===== src/rtl/rptr_empty_fwft_if.sv =====
// Read-side bundle between the async FIFO memory/synchronizer and the
// read-pointer/show-ahead block.
interface rptr_empty_fwft_if #(
    parameter int unsigned ADDRSIZE = 4,
    parameter int unsigned DATASIZE = 8
);
    logic [ADDRSIZE:0]   rq2_wptr;
    logic [DATASIZE-1:0] rdata_mem;
    logic                rready;
    logic [ADDRSIZE-1:0] raddr;
    logic [ADDRSIZE:0]   rptr;
    logic                rempty;
    logic                arempty;
    logic [ADDRSIZE:0]   rlevel;
    logic                rvalid;
    logic [DATASIZE-1:0] rdata;

    // Environment side: synchronized write pointer, memory data, consumer ready.
    modport master (
        output rq2_wptr, rdata_mem, rready,
        input  raddr, rptr, rempty, arempty, rlevel, rvalid, rdata
    );

    // Block side.
    modport slave (
        input  rq2_wptr, rdata_mem, rready,
        output raddr, rptr, rempty, arempty, rlevel, rvalid, rdata
    );
endinterface


===== src/rtl/rptr_empty_fwft.sv =====
// Async FIFO read side: binary/Gray read pointer, registered empty/almost-empty,
// occupancy, and a first-word-fall-through output register.
module rptr_empty_fwft #(
    parameter int unsigned ADDRSIZE = 4,
    parameter int unsigned DATASIZE = 8
) (
    input  logic                 rclk,
    input  logic                 rrst_n,
    rptr_empty_fwft_if.slave     rd_if
);
    localparam int unsigned PW = ADDRSIZE + 1;

    logic [PW-1:0]       rbin_q, rbin_d;
    logic [PW-1:0]       rptr_q, rptr_d;
    logic [PW-1:0]       rlevel_q, rlevel_d;
    logic                rempty_q, rempty_d;
    logic                arempty_q, arempty_d;
    logic                rvalid_q, rvalid_d;
    logic [DATASIZE-1:0] rdata_q, rdata_d;

    logic                pop_c;
    logic [PW-1:0]       rbinp1_c;
    logic [PW-1:0]       rgraynextp1_c;
    logic [PW-1:0]       wbin_c;

    // Gray-to-binary of the synchronized write pointer: bit i is the XOR of bits [PW-1:i].
    always_comb begin
        wbin_c = '0;
        for (int i = 0; i < int'(PW); i++) begin
            wbin_c[i] = ^(rd_if.rq2_wptr >> i);
        end
    end

    // Pop decision, pointer advance, flags and output-stage next state.
    always_comb begin
        pop_c         = 1'b0;
        rbin_d        = rbin_q;
        rptr_d        = rptr_q;
        rbinp1_c      = '0;
        rgraynextp1_c = '0;
        rempty_d      = rempty_q;
        arempty_d     = arempty_q;
        rlevel_d      = rlevel_q;
        rvalid_d      = rvalid_q;
        rdata_d       = rdata_q;

        pop_c         = ~rempty_q & (~rvalid_q | rd_if.rready);
        rbin_d        = rbin_q + PW'(pop_c);
        rptr_d        = (rbin_d >> 1) ^ rbin_d;
        rbinp1_c      = rbin_d + PW'(1);
        rgraynextp1_c = (rbinp1_c >> 1) ^ rbinp1_c;

        // Full-width Gray compare keeps a wrapped (full) pointer distinct from empty.
        rempty_d      = (rptr_d == rd_if.rq2_wptr);
        arempty_d     = (rgraynextp1_c == rd_if.rq2_wptr);
        rlevel_d      = wbin_c - rbin_d;

        if (pop_c) begin
            rdata_d  = rd_if.rdata_mem;
            rvalid_d = 1'b1;
        end else if (rvalid_q && rd_if.rready) begin
            rvalid_d = 1'b0;
        end
    end

    always_ff @(posedge rclk) begin
        if (!rrst_n) begin
            rbin_q    <= '0;
            rptr_q    <= '0;
            rempty_q  <= 1'b1;
            arempty_q <= 1'b0;
            rlevel_q  <= '0;
            rvalid_q  <= 1'b0;
            rdata_q   <= '0;
        end else begin
            rbin_q    <= rbin_d;
            rptr_q    <= rptr_d;
            rempty_q  <= rempty_d;
            arempty_q <= arempty_d;
            rlevel_q  <= rlevel_d;
            rvalid_q  <= rvalid_d;
            rdata_q   <= rdata_d;
        end
    end

    assign rd_if.raddr   = rbin_q[ADDRSIZE-1:0];
    assign rd_if.rptr    = rptr_q;
    assign rd_if.rempty  = rempty_q;
    assign rd_if.arempty = arempty_q;
    assign rd_if.rlevel  = rlevel_q;
    assign rd_if.rvalid  = rvalid_q;
    assign rd_if.rdata   = rdata_q;
endmodule


===== src/flat_wrapper.sv =====
// flat-port wrapper written by rule: the top's interface ports become plain ports
module rptr_empty_fwft_flat 
#(
    parameter int unsigned ADDRSIZE = 4,
    parameter int unsigned DATASIZE = 8
)
  (rclk, rrst_n, rd_if_rq2_wptr, rd_if_rdata_mem, rd_if_rready, rd_if_raddr, rd_if_rptr, rd_if_rempty, rd_if_arempty, rd_if_rlevel, rd_if_rvalid, rd_if_rdata);
  rptr_empty_fwft_if #(.ADDRSIZE(ADDRSIZE), .DATASIZE(DATASIZE)) rd_if_i ();
  input  logic rclk;
  input  logic rrst_n;
  input wire logic [$bits(rd_if_i.rq2_wptr)-1:0] rd_if_rq2_wptr;
  input wire logic [$bits(rd_if_i.rdata_mem)-1:0] rd_if_rdata_mem;
  input wire logic [$bits(rd_if_i.rready)-1:0] rd_if_rready;
  output wire logic [$bits(rd_if_i.raddr)-1:0] rd_if_raddr;
  output wire logic [$bits(rd_if_i.rptr)-1:0] rd_if_rptr;
  output wire logic [$bits(rd_if_i.rempty)-1:0] rd_if_rempty;
  output wire logic [$bits(rd_if_i.arempty)-1:0] rd_if_arempty;
  output wire logic [$bits(rd_if_i.rlevel)-1:0] rd_if_rlevel;
  output wire logic [$bits(rd_if_i.rvalid)-1:0] rd_if_rvalid;
  output wire logic [$bits(rd_if_i.rdata)-1:0] rd_if_rdata;
  assign rd_if_i.rq2_wptr = rd_if_rq2_wptr;
  assign rd_if_i.rdata_mem = rd_if_rdata_mem;
  assign rd_if_i.rready = rd_if_rready;
  assign rd_if_raddr = rd_if_i.raddr;
  assign rd_if_rptr = rd_if_i.rptr;
  assign rd_if_rempty = rd_if_i.rempty;
  assign rd_if_arempty = rd_if_i.arempty;
  assign rd_if_rlevel = rd_if_i.rlevel;
  assign rd_if_rvalid = rd_if_i.rvalid;
  assign rd_if_rdata = rd_if_i.rdata;
  rptr_empty_fwft #(.ADDRSIZE(ADDRSIZE), .DATASIZE(DATASIZE)) u_core (.rclk(rclk), .rrst_n(rrst_n), .rd_if(rd_if_i));
endmodule

===== config.mk =====
export PLATFORM = sky130hd
export DESIGN_NAME = rptr_empty_fwft_flat
export DESIGN_NICKNAME = d
export VERILOG_FILES = /design/src/rtl/rptr_empty_fwft_if.sv /design/src/rtl/rptr_empty_fwft.sv /design/src/flat_wrapper.sv
export SDC_FILE = /design/constraint.sdc
export NUM_CORES = 1
export LEC_CHECK = 0
export BUFFER_PORTS_ARGS = -buffer_cell sky130_fd_sc_hd__buf_4
export CAP_MARGIN = 5
export CORE_ASPECT_RATIO = 0.6
export CORE_MARGIN = 3
export CORE_UTILIZATION = 40
export CTS_BUF_LIST = sky130_fd_sc_hd__clkbuf_4 sky130_fd_sc_hd__clkbuf_8
export CTS_CLUSTER_SIZE = 16
export DETAILED_ROUTE_END_ITERATION = 8
export HOLD_SLACK_MARGIN = 0.15
export PLACE_DENSITY = 0.72
export SLEW_MARGIN = 10
export SYNTH_ARGS = -nofsm -noshare
export SYNTH_HDL_FRONTEND = slang
export SYNTH_SLANG_ARGS = --single-unit
export TNS_END_PERCENT = 100

===== constraint.sdc =====
create_clock -name rclk -period 7.1 [get_ports rclk]
set_input_delay 1.42 -clock rclk [delete_from_list [all_inputs] [get_ports rclk]]
set_output_delay 1.42 -clock rclk [all_outputs]
set_load 0.005 [all_outputs]

# Word-level counts from Yosys, hierarchy flattened
# Cells that the tools add are included.
word_totals:
  ff_bits: 26
  latchBits: 0
  ram_bits: 0
  rom_bits: 0
  inputBits: 16
  output_inout_bits: 25
  elab_cells: 27
  mem_count: 0
classes:
  add_sub_neg: 3
  n_mul: 0
  div: 0
  n_lt_le_gt_ge: 0
  eq_ne: 2
  n_shift: 0
  mux: 2
  bitwise: 6
  n_reduce_logical: 7
op_table:
  columns: ["cell", "n"]
  rows:
  - ["$reduce_xor 5->1", 5]
  - ["$eq 5x5->1", 2]
  - ["$xor 4x5->5", 2]
  - ["$add 5x1->5", 1]
  - ["$add 5x1->5 const B", 1]
  - ["$sub 5x5->5", 1]
  - ["$mux 1", 2]
  - ["$not 1->1", 2]
  - ["$reduce_bool 2->1", 1]
  - ["$and 1x1->1", 1]
  - ["$logic_and 1x1->1", 1]
  - ["$or 1x1->1", 1]

# Logic depth before layout (Yosys ltp)
logic_depth:
  ltp_word: 7
  mapped_depth: 13
  mapped_depth_nobuf: 12

# Worst setup path after synthesis
# OpenSTA, ideal clock, no wires.
synth_timing:
  path_kind: "input to register"
  start: "input rd_if_rready"
  end: "register u_core.rlevel_q[4], in the netlist u_core.rd_if.rlevel[4]"
  setup_time_ns: 0.115
  arrival_time_ns: 4.004
  required_ns: 6.985
  slack_ns: 2.981
  cell_stages: 13
  path_buffers: 1
  cell_sequence: "nand2b_1 -> nor2b_1 -> clkbuf_1 -> ha_1 -> ha_1 -> xor2_1 -> inv_2 -> ha_1 -> or2_2 -> a21oi_1 -> a21oi_1 -> xnor2_1 -> and2_1"
synth_between:
  elab_chain_cells: 4
synth_rtl:
  columns: ["item", "line", "rtl"]
  rows:
  - ["start: declaration", "flat_wrapper.sv:13", "input wire logic [$bits(rd_if_i.rready)-1:0] rd_if_rready;"]
  - ["$or 1x1->1", "rptr_empty_fwft.sv:47", "pop_c = ~rempty_q & (~rvalid_q | rd_if.rready);"]
  - ["$and 1x1->1", "rptr_empty_fwft.sv:47", null]
  - ["net u_core.pop_c", "rptr_empty_fwft.sv:21", "logic pop_c;"]
  - ["$add 5x1->5", "rptr_empty_fwft.sv:48", "rbin_d = rbin_q + PW'(pop_c);"]
  - ["net u_core.rbin_d[2]", "rptr_empty_fwft.sv:13", "logic [PW-1:0] rbin_q, rbin_d;"]
  - ["$sub 5x5->5", "rptr_empty_fwft.sv:56", "rlevel_d = wbin_c - rbin_d;"]
  - ["end signal: assignment", "rptr_empty_fwft.sv:80", "rlevel_q <= rlevel_d;"]
  - ["end: declaration", "rptr_empty_fwft.sv:15", "logic [PW-1:0] rlevel_q, rlevel_d;"]
# The timed path passes the listed nets, and every way through them passes these cells.
# A chain may end at the register's enable or synchronous reset.

# Final worst setup path
layout_timing:
  start: "input rd_if_rready"
  end: "register u_core.rlevel_q[4], in the netlist u_core.rd_if.rlevel[4]"
layout_between:
  elab_chain_cells: 4
layout_rtl:
  columns: ["item", "line"]
  rows:
  - ["$or 1x1->1", "rptr_empty_fwft.sv:47"]
  - ["$and 1x1->1", "rptr_empty_fwft.sv:47"]
  - ["$add 5x1->5", "rptr_empty_fwft.sv:48"]
  - ["net u_core.rbin_d[2]", "rptr_empty_fwft.sv:13"]
  - ["$sub 5x5->5", "rptr_empty_fwft.sv:56"]
# The timed path passes the listed nets, and every way through them passes these cells.

==> impl_metrics.toml <==
[clock_network]
cts_setup_buffers = 0
cts_tree = "built"
htreeDepth = 1
cts_buffer_depth = 2
clock-sinks = 25
clkLatencyLatePin_ns = 0.27
numCtsBuffers = 3
cts_hold_buf = 0
path_clk_slew_ns = 0.09
root_buffer = "clkbuf_8"
cts_resized = 0

[placed_design]
gp_routability_congestion = 0.8772
placed_cells = 225
dpl.hpwl_um = 2500
portBuffers = 40

[final_layout]
antennaDiodeCount = 0
fin_nets = 208
fin_cells = 229
drive_above_1_share_pct = 27.17
area_delta_synth_final_pct = 25.73

[power_and_ir_drop]
leakagePower_nw = 0.8386
ir_worst_vdd_uv = 110.6
finalPower_w = 0.0003608
p_per_area_nw_per_um2 = 202.1

[routing]
drtAntennaViolNets = 0
vias_per_cell = 4.952
dr_total_vias = 1134
routedWlPerCell_um = 14.25
drt-total-wl_um = 3263
drt-pass1-iter-count = 4
drc = 0
drt_iter0_markers = 42

[logic_synthesis]
synth_top_area_share_pct = 35.24
synthTopCellsByCount = "25 x dfxtp_1, 12 x nor2b_1, 11 x and2_1, 11 x mux2i_1, 11 x xnor2_1"
async_reset_ff_share_pct = 0
synth_edf_count = 0
yosys_most_used_dff = "dfxtp_1"
synth-seq-area-share_pct = 35.24
syn-num-nets = 172
muxShareOfSynthArea_pct = 7.753
ys_seq_elements = 25
synth_top_family_by_area = "simple AND/OR/NAND/NOR gates"
yosys_warnings = 0
syn_area_um2 = 1420
synth_xor_area_share_pct = 16.83
yosysUniqueCellTypes = 35
syn_avg_cell_area_um2 = 9.531
synth_simple_gate_area_share_pct = 21.50
synth_top_cell_by_area = "dfxtp_1"
synthCells = 149
synth_fa_ha_area_share_pct = 6.167
synth.area.top_cells = "dfxtp_1 35%, mux2i_1 7.8%, xnor2_1 6.8%"
synth_compound_area_share_pct = 8.282
synth.most_common_cell = "dfxtp_1"

[timing]
setup_viol = 0
hold_viol = 0
relSlewSlack_pct = 36.20
post-route-period-util_pct = 64.71
fmax_ghz = 0.2176
period_needed_ns = 4.595
setup_tns_ns = 0
max_slew.worst_pin.slew_ns = 0.9550
worst_clock_skew_ns = 0.002290
drv_slew = 0
rsz0062_at_grt = "no"

[die]
die_w_um = 82.92
rows = 16
ios = 41
initial_utilization_pct = 42.73
coreArea_um2 = 3323
die_area_um2 = 4325
die_h_um = 52.16

[run_status]
status = "finished clean"

[worst_setup_path]
critPathKind = "in2reg"
path_max_fanout = 9
critPathArrivalTime_ns = 4.76
required_ns = 7.27
crit_path_end_kind = "register"
cp-start-kind = "primary input"

[global_routing]
overflow = 0
track_usage_pct = 15.14
grt_pass1_vias = 1124
grt_pass1_wl_um = 5230
antenna_found_initial = 0
grt_max_degree = 29

[run]
drv_cap = 0

[min_path]
min_path_type = "reg2reg"
-- report_power, final --
group,leakage [nW],internal [W],switching [W],total [W]
logic,0.607,0.0000611,0.0000545,0.000116
registers,0.206,0.000155,0.00000627,0.000161
clock network,0.0255,0.0000392,0.0000448,0.0000840
total,0.839,0.000255,0.000106,0.000361
-- layout make-up --
| cell class | instances | area (um2) |
|---|---|---|
| multi-input cells | 109 | 859.6 |
| inverters | 6 | 22.52 |
| clock inverters | 1 | 5.005 |
| flip-flops and latches | 25 | 500.5 |
| well taps | 45 | 56.30 |
| repair buffers | 40 | 300.3 |
| fillers | 315 | 1538 |
| clock buffers | 3 | 41.29 |
-- kinds of logic (layout without fill, tap and decap cells) --
logic type / Yosys count / after routing
AOI/OAI and AO/OA: 17 / 17
adders and majority gates: 7 / 7
DFF: 25 / 25
xor gates and xnor gates: 23 / 23
buffers and inverters: 15 / 50
muxes: 11 / 11
and+or+nand+nor: 51 / 51
-- state kept, by name (all words and copies together), names as in the netlist --
| register | flops |
|---|---|
| u_core.rd_if.rdata | 8 |
| u_core.rd_if.rlevel | 5 |
| u_core.rd_if.rptr | 5 |
| u_core.rbin_q | 4 |
| u_core.rd_if.arempty | 1 |
| u_core.rd_if.rempty | 1 |
| u_core.rd_if.rvalid | 1 |
-- per-layer routing --
metal	global-route usage (%)	wire length [um]
met5	0	0
met2	24.73	1389
met3	6.962	296
met4	2.174	20
met1	18.87	1556
-- layout by cell type (no fill, tap or decap), drive strengths merged, types with 3 or more instances in the layout --
cell type / count
o21ai: 3
nor3: 6
xnor2: 12
inv: 6
nand3b: 3
dfxtp: 25
ha: 7
buf: 40
clkbuf: 3
mux2i: 11
and2: 11
and3: 6
xor2: 9
a21oi: 4
nor2b: 12
-- worst paths after layout --
kind	startpoint	end	cells past startpoint	slack [ns]
hold / removal	u_core.rd_if.rempty	u_core.rd_if.rvalid	1	0.51
setup reg to reg	u_core.rd_if.rvalid	u_core.rd_if.rlevel[4]	12	3.44
hold reg to reg	u_core.rd_if.rempty	u_core.rd_if.rvalid	1	0.51
setup / recovery	rd_if_rready	u_core.rd_if.rlevel[4]	13	2.51
-- worst max-delay path, cell delays in order --
cell      delay [ns]
buf_4           0.07
nand2b_1        0.11
nor2b_1         0.76
ha_1            0.32
ha_1            0.20
xor2_1          0.51
inv_2           0.19
ha_1            0.38
or2_2           0.29
a21oi_1         0.15
a21oi_1         0.07
xnor2_1         0.13
and2_1          0.15
-- stage by stage --
stage	utilization [%]	hold slack (ns)	area (um2)	setup WS, ns
6_report	53.73	0.5067	1785	2.505
5_1_grt	53.73	0.5336	1785	2.282
4_1_cts	53.73	0.5179	1785	2.549
3_5_place_dp	52.33	0.5051	1739	2.237
3_3_place_gp	52.33	0.4614	1739	2.475
2_1_floorplan	-	0.4649	1420	2.981
Note: power is estimated with default switching activity, not from simulation.
